## src/rtl/traffic_pkg.sv

```systemverilog
// Shared types and constants for the pedestrian-crossing traffic light controller.
package traffic_pkg;

  localparam int unsigned DWELL_W   = 4;
  localparam int unsigned TICKS_MAX = 15;

  typedef enum logic [1:0] {
    ST_GREEN  = 2'd0,
    ST_YELLOW = 2'd1,
    ST_WALK   = 2'd2,
    ST_CLEAR  = 2'd3
  } state_e;

  localparam logic [2:0] CAR_GREEN  = 3'b001;
  localparam logic [2:0] CAR_YELLOW = 3'b010;
  localparam logic [2:0] CAR_RED    = 3'b100;

  typedef struct packed {
    logic [2:0] car;
    logic       walk;
  } lamps_t;

  // Lamp pattern shown while in a given state; walk only ever lights with car red.
  function automatic lamps_t lamps_of(state_e st);
    lamps_t l;
    l.car  = CAR_RED;
    l.walk = 1'b0;
    case (st)
      ST_GREEN:  l.car  = CAR_GREEN;
      ST_YELLOW: l.car  = CAR_YELLOW;
      ST_WALK:   l.walk = 1'b1;
      default:   ;
    endcase
    return l;
  endfunction

endpackage

```

## src/rtl/traffic_light_fsm_dwell_counter.sv

```systemverilog
// Dwell counter: clear wins over count; saturate freezes the value.
module dwell_counter
  import traffic_pkg::*;
(
  input  logic               clk,
  input  logic               rst_n,
  input  logic               en,
  input  logic               clr,
  input  logic               sat,
  output logic [DWELL_W-1:0] count
);

  logic [DWELL_W-1:0] r_count;

  always_ff @(posedge clk or negedge rst_n) begin
    if (!rst_n) begin
      r_count <= '0;
    end else if (clr) begin
      r_count <= '0;
    end else if (en && !sat) begin
      r_count <= r_count + DWELL_W'(1);
    end
  end

  assign count = r_count;

endmodule

```

## src/rtl/traffic_light_fsm.sv

```systemverilog
// Traffic light with pedestrian crossing: GREEN -> YELLOW -> WALK -> CLEAR,
// advancing on divider ticks once each phase has dwelt its configured length.
module traffic_light_fsm
  import traffic_pkg::*;
#(
  parameter int unsigned GREEN_TICKS  = 8,
  parameter int unsigned YELLOW_TICKS = 3,
  parameter int unsigned WALK_TICKS   = 6,
  parameter int unsigned CLEAR_TICKS  = 2
) (
  input  logic               clk,
  input  logic               rst_n,
  input  logic               tick,
  input  logic               ped_req,
  output logic               ped_ack,
  output logic [2:0]         car_light,
  output logic               walk,
  output logic [DWELL_W-1:0] dwell
);

  if (GREEN_TICKS == 0 || GREEN_TICKS > TICKS_MAX ||
      YELLOW_TICKS == 0 || YELLOW_TICKS > TICKS_MAX ||
      WALK_TICKS == 0 || WALK_TICKS > TICKS_MAX ||
      CLEAR_TICKS == 0 || CLEAR_TICKS > TICKS_MAX) begin : g_param_err
    $error("traffic_light_fsm: every *_TICKS parameter must lie in 1..15");
  end

  localparam logic [DWELL_W-1:0] G_LAST = DWELL_W'(GREEN_TICKS - 1);
  localparam logic [DWELL_W-1:0] Y_LAST = DWELL_W'(YELLOW_TICKS - 1);
  localparam logic [DWELL_W-1:0] W_LAST = DWELL_W'(WALK_TICKS - 1);
  localparam logic [DWELL_W-1:0] C_LAST = DWELL_W'(CLEAR_TICKS - 1);

  state_e             r_state;
  state_e             w_next;
  lamps_t             r_lamps;
  logic               r_req;
  logic               r_ack;
  logic               r_armed;
  logic               w_tick;
  logic               w_at_end;
  logic               w_sat;
  logic               w_clr;
  logic               w_serve;
  logic [DWELL_W-1:0] w_last;
  logic [DWELL_W-1:0] w_count;

  // The first edge after reset release is ignored so a coincident tick is not counted.
  assign w_tick = tick & r_armed;

  dwell_counter u_dwell (
    .clk   (clk),
    .rst_n (rst_n),
    .en    (w_tick),
    .clr   (w_clr),
    .sat   (w_sat),
    .count (w_count)
  );

  // Next-state: GREEN waits for a latched request, other phases advance unconditionally.
  always_comb begin
    w_next = r_state;
    w_last = G_LAST;
    case (r_state)
      ST_GREEN:  w_last = G_LAST;
      ST_YELLOW: w_last = Y_LAST;
      ST_WALK:   w_last = W_LAST;
      ST_CLEAR:  w_last = C_LAST;
      default:   w_last = G_LAST;
    endcase
    w_at_end = (w_count == w_last);
    case (r_state)
      ST_GREEN:  if (w_tick && w_at_end && r_req) w_next = ST_YELLOW;
      ST_YELLOW: if (w_tick && w_at_end)          w_next = ST_WALK;
      ST_WALK:   if (w_tick && w_at_end)          w_next = ST_CLEAR;
      ST_CLEAR:  if (w_tick && w_at_end)          w_next = ST_GREEN;
      default:   w_next = ST_GREEN;
    endcase
  end

  assign w_sat   = (r_state == ST_GREEN) && w_at_end;
  assign w_clr   = (w_next != r_state);
  assign w_serve = (r_state == ST_YELLOW) && (w_next == ST_WALK);

  // Lamps are registered from next-state so they move on the same edge as the state.
  always_ff @(posedge clk or negedge rst_n) begin
    if (!rst_n) begin
      r_state <= ST_GREEN;
      r_lamps <= lamps_of(ST_GREEN);
      r_req   <= 1'b0;
      r_ack   <= 1'b0;
      r_armed <= 1'b0;
    end else begin
      r_armed <= 1'b1;
      r_state <= w_next;
      r_lamps <= lamps_of(w_next);
      r_ack   <= w_serve;
      r_req   <= ped_req | (r_req & ~w_serve);
    end
  end

  assign ped_ack   = r_ack;
  assign car_light = r_lamps.car;
  assign walk      = r_lamps.walk;
  assign dwell     = w_count;

endmodule

```

## config.mk

```make
export PLATFORM = sky130hd
export DESIGN_NAME = traffic_light_fsm
export DESIGN_NICKNAME = d
export VERILOG_FILES = /design/src/rtl/traffic_pkg.sv /design/src/rtl/traffic_light_fsm_dwell_counter.sv /design/src/rtl/traffic_light_fsm.sv
export SDC_FILE = /design/constraint.sdc
export NUM_CORES = 1
export LEC_CHECK = 0
export BUFFER_PORTS_ARGS = -buffer_cell sky130_fd_sc_hd__buf_2
export CAP_MARGIN = 30
export CORE_MARGIN = 2
export CORE_UTILIZATION = 40
export DETAILED_ROUTE_END_ITERATION = 8
export GPL_TIMING_DRIVEN = 0
export PLACE_DENSITY = 0.67
export SYNTH_ARGS = -nofsm -noshare
export SYNTH_HDL_FRONTEND = slang
export SYNTH_HIERARCHICAL = 1
export SYNTH_SLANG_ARGS = --single-unit
```

## constraint.sdc

```tcl
create_clock -name clk -period 2.3 [get_ports clk]
set_input_delay 0.115 -clock clk [delete_from_list [all_inputs] [get_ports clk]]
set_output_delay 0.115 -clock clk [all_outputs]
set_load 0.01 [all_outputs]
```

# Word-level counts from Yosys, hierarchy flattened
# Cells that the tools add are included.
[word_totals] output_inout_bits=9 elab_cells=38 regBits=13 inputBits=4
[classes] n_reduce_logical=9 n_addsub=1 bitwise_logic=4 mux=10 n_eq_ne=7
[ops] cell="$pmux W4 S4" count=1
[ops] cell="$mux W2" count=4
[ops] cell="$mux W4" count=2
[ops] cell="$pmux W2 S4" count=1
[ops] cell="$eq A2 B2 Y1 const B" count=3
[ops] cell="$pmux W3 S2" count=1
[ops] cell="$logic_and A1 B1 Y1" count=5
[ops] cell="$add A4 B1 Y4 const B" count=1
[ops] cell="$eq A2 B1 Y1 const B" count=2
[ops] cell="$eq A4 B4 Y1" count=1
[ops] cell="$logic_not A2 Y1" count=2
[ops] cell="$and A1 B1 Y1" count=2
[ops] cell="$ne A2 B2 Y1" count=1
[ops] cell="$reduce_bool A2 Y1" count=1
[ops] cell="$logic_not A1 Y1" count=1
[ops] cell="$mux W1" count=1
[ops] cell="$not A1 Y1" count=1
[ops] cell="$or A1 B1 Y1" count=1

# Depth between registers and ports, before layout
[depth] ltp_word=12 ltp_mapped=6 ltp_nobuf=5

# Hierarchy
# The synthesis kept the hierarchy.
[modules_own_cells] mod="traffic_light_fsm" seq_area_each_um2=201.4 cells_per_inst=47 instances=1 area_per_inst_um2=452.9
[modules_own_cells] mod="dwell_counter" seq_area_each_um2=100.1 cells_per_inst=17 instances=1 area_per_inst_um2=193.9

# Worst setup path after synthesis
# No wires, ideal clock.
[synth_path] path_type="flip-flop to flip-flop" from="reg r_state[1]" to="reg u_dwell.r_count[1] (netlist: u_dwell/count[1])" synth_period_minus_slack_ns=1.482 path_buffers=1 stages_incl_launch_ff=7 path_slack_ns=0.818 arrival_ns=1.353 required_ns=2.171 setup_time_ns=0.129 cell_sequence="dfrtp_1 buf_4 nor2_1 nor4b_1 nand2b_4 mux2i_1 nor2_1"
[synth_via] elab_cells_between_ends=19 cone_classes="eq/ne: 5; mux: 7; reduce/logical: 7"
[synth_rtl] element="from (decl)" line_no="traffic_light_fsm.sv:33" rtl="state_e r_state;"
[synth_rtl] element="from (signal assigned)" line_no="traffic_light_fsm.sv:94" rtl="r_state <= w_next;"
[synth_rtl] element="$eq A2 B2 Y1, or another cell as far along" line_no="traffic_light_fsm.sv:63" rtl="case (r_state)"
[synth_rtl] element="$pmux W4 S4" line_no="traffic_light_fsm.sv:63"
[synth_rtl] element="$eq A4 B4 Y1" line_no="traffic_light_fsm.sv:70" rtl="w_at_end = (w_count == w_last);"
[synth_rtl] element="$logic_and A1 B1 Y1 (*)" line_no="traffic_light_fsm.sv:80" rtl="assign w_sat = (r_state == ST_GREEN) && w_at_end;"
[synth_rtl] element="net w_sat" line_no="traffic_light_fsm.sv:41" rtl="logic w_sat;"
[synth_rtl] element="$logic_not A1 Y1 (*)" line_no="traffic_light_fsm_dwell_counter.sv:20" rtl="end else if (en && !sat) begin"
[synth_rtl] element="$logic_and A1 B1 Y1 (*)" line_no="traffic_light_fsm_dwell_counter.sv:20"
[synth_rtl] element="$reduce_bool A2 Y1 (no line) (*)"
[synth_rtl] element="to (signal assigned)" line_no="traffic_light_fsm_dwell_counter.sv:21" rtl="r_count <= r_count + DWELL_W'(1);"
[synth_rtl] element="to (decl)" line_no="traffic_light_fsm_dwell_counter.sv:13" rtl="logic [DWELL_W-1:0] r_count;"
# The timed path passes the listed nets; every way through them passes the cells marked *. The select of a mux whose other input is x is not followed.
# A chain may end at the register's enable or synchronous reset.

# Worst setup path after layout
# Ends and elaborated chain as after synthesis.

==> metrics <==
total setup buffers inserted after CTS=0; Core Rows=14; number of register bits inferred by synthesis=12; list of cells traversed by the critical path=buf_4 > nor2_1 > nor4b_1 > nand2b_4 > mux2i_1 > nor2_1; leakage power of the design=0.367 nW; share of the yosys chip area belonging to registers=46.6%; Post-Route Setup TNS=0 ps; Buf+Inv Stages, Crit Path=1; Clock Skew=2.99 ps; area of the multi-input gates=308 um^2; total power divided by cell area=1080 mW/mm^2; worst hold path class=primary input to flip-flop; delay-heaviest family, CP=simple AND/OR/NAND/NOR gates; PortBufs=12; number of remaining DRC errors=0; Clk Latency, worst-skew pair=270 ps; number of non-filler instances in the completed layout=97; total congestion overflow=0; fraction of layout instances using a drive strength above 1=28.4%; final routed wire length divided by cell count=11.3 um; synthesized instance count=64; total inserted antenna cells=0; final critical-path required period=1680 ps; most common flop cell mapped by yosys=dfrtp_1; type of the worst setup path=flip-flop to flip-flop; highest cell delay on the worst timing path=380 ps; Layout Nets=87; post-synthesis cell type count=31; total vias in the final route=508; synthesized area divided by synthesized cell count=10.1 um^2; total of endpoints with negative setup slack in the final report=0; Design Power=0.823 mW; final weighted congestion of routability-driven global placement=0.789; GRT Total Usage=13.6%; buffer levels on the longest clock path=2; total die area=0.00195 mm^2; half-perimeter wire length after detailed placement=811 um; final standard cell area without fillers=763 um^2; clock-pin slew reported for the worst setup and hold paths after clock tree synthesis=70 ps; drt first pass iters=3; final count of hold timing violations=0; arrival time at the worst endpoint=1830 ps; placed cell count=92; die width=44.2 um; Synth warnings=6; Netlist Area Pre-Place=647 um^2; I/O pins=13; number of buffers added by the clock tree synthesis step=3; top fanout value on the critical path=9; area growth from synthesis to final layout=18.0%; post-route ant nets=0; vertical extent of the die=44.2 um; Util after Layout=50.7%; Vias per Instance=5.24; WP data required=2450 ps; number of nets in the synthesized netlist=69; maximum clock frequency=597 MHz; number of pins exceeding their max-slew limit in the final report=0; cell occurring most often along the worst timing path=nor2_1; drt total wl=1100 um; TritonCTS clock tree=built; Max Cap Viol=0; Startpoint Class=flip-flop; Critical Path Slowest Stage Cell=dfrtp_1; maximum vdd ir drop=511 uV; hold_buf cts=1; number of antenna violations at the first check in global routing=0; element type at the critical path end=flip-flop; fin crit share=72.8%; maximum number of pins on one net before global-route repair=13; CTS H-tree lvls=1; wire length of the first global-routing pass=1920 um; setup repair after global routing missed its margin=false; run status=completed; Core Area=0.00151 mm^2; share of async-settable or async-resettable flops after synthesis=100%; CTS sink cnt=12; sequential cell area in the final layout=302 um^2; Post-synth EDFFs=0; cell area reported after detailed placement=727 um^2; 1st-iter DRT viols=7; fill cell instance count of the final layout=140; post_cts resized=0; root buffer cell=clkbuf_4; via count of the first global-routing pass=437; starting density of the core=42.9%
layout by cell type (no fill, tap or decap), drive strengths merged, types with 3 or more instances in the layout:
master and count:
a21oi 5, buf 15, clkbuf 4, dfrtp 11, inv 3, nand2 3, nand2b 3, nor2 8
o21ai 3
area by class of cell:
| cell class | count | area share [%] |
|---|---|---|
| well taps | 16 | 2.62 |
| clock buffers | 4 | 3.44 |
| repair buffers | 13 | 9.18 |
| multi-input cells | 46 | 40.3 |
| flip-flops and latches | 12 | 39.5 |
| inverters | 3 | 1.48 |
| plain buffers | 3 | 3.44 |
state kept, by name, indices dropped and copies added (netlist names):
register       flops
walk               1
r_armed            1
car_light          2
r_state            2
u_dwell/count      4
r_req              1
ped_ack            1
layer usage:
layer	wire length (um)	global-route usage, %	vias to the layer above
li1	-	-	252
met1	492	16.6	240
met2	517	21.8	13
met3	75	6.12	3
met4	13	3.64	0
met5	0	0	-
worst register-to-register path: cells and delay by family (launching register included):
kind | cells | cell delay [ps]
buffers and inverters | 1 | 160
flip-flops | 1 | 380
multiplexers | 1 | 180
AND/OR/NAND/NOR | 4 | 840
stage by stage:
step                      hold slack (ps)  setup slack (ps)
after global routing                 27.5               405
final                                36.3               625
after CTS                            31.9               615
after global placement               7.21               657
after detailed placement             7.21               638
after floorplan                      -181               818
cells in the mapped netlist, drive strengths merged (2+ instances only):
library cell,n,share of area [%]
nand2,3,1.7
nor4b,2,3.7
o21ai,3,2.3
mux2i,2,3.1
dfrtp,11,43
nand2b,3,4.1
inv,3,1.7
a21oi,5,4.4
xor2,2,2.7
nor2b,2,1.9
buf,3,4.1
nand3b,2,2.3
and3,2,1.9
nor2,8,4.6
report_power, final:
| group | switching, mW | internal [mW] | total, mW | leakage, nW |
|---|---|---|---|---|
| registers | 0.0744 | 0.271 | 0.346 | 0.139 |
| logic | 0.178 | 0.164 | 0.342 | 0.213 |
| clock network | 0.0684 | 0.0673 | 0.136 | 0.0150 |
| total | 0.321 | 0.503 | 0.823 | 0.367 |
kinds of logic (layout without fill, tap and decap cells):
family / after synthesis / in the layout / share of synthesized area [%]
AND/OR/NAND/NOR: 26 / 26 / 23.8
AO/OA/AOI/OAI: 12 / 12 / 11.8
flip-flops: 12 / 12 / 46.6
buffers and inverters: 6 / 23 / 5.80
XOR/XNOR: 3 / 3 / 4.06
multiplexers: 3 / 3 / 5.42
adder cells (fa/ha/maj): 1 / 1 / 1.93
other: 1 / 1 / 0.580
worst paths after layout:
check / start / slack [ps] / cells after the start / endpoint
min in group asynchronous: rst_n / 240 / 2 / walk
worst max register to register: r_state[1] / 620 / 6 / u_dwell/count[1]
max in group asynchronous: rst_n / 1790 / 2 / car_light[0]
worst min-delay path: ped_req / 40 / 2 / r_req
worst min register to register: r_req / 540 / 2 / car_light[1]
worst max-delay path: r_state[1] / 620 / 6 / u_dwell/count[1]
Note: power is estimated with default switching activity, not from simulation.
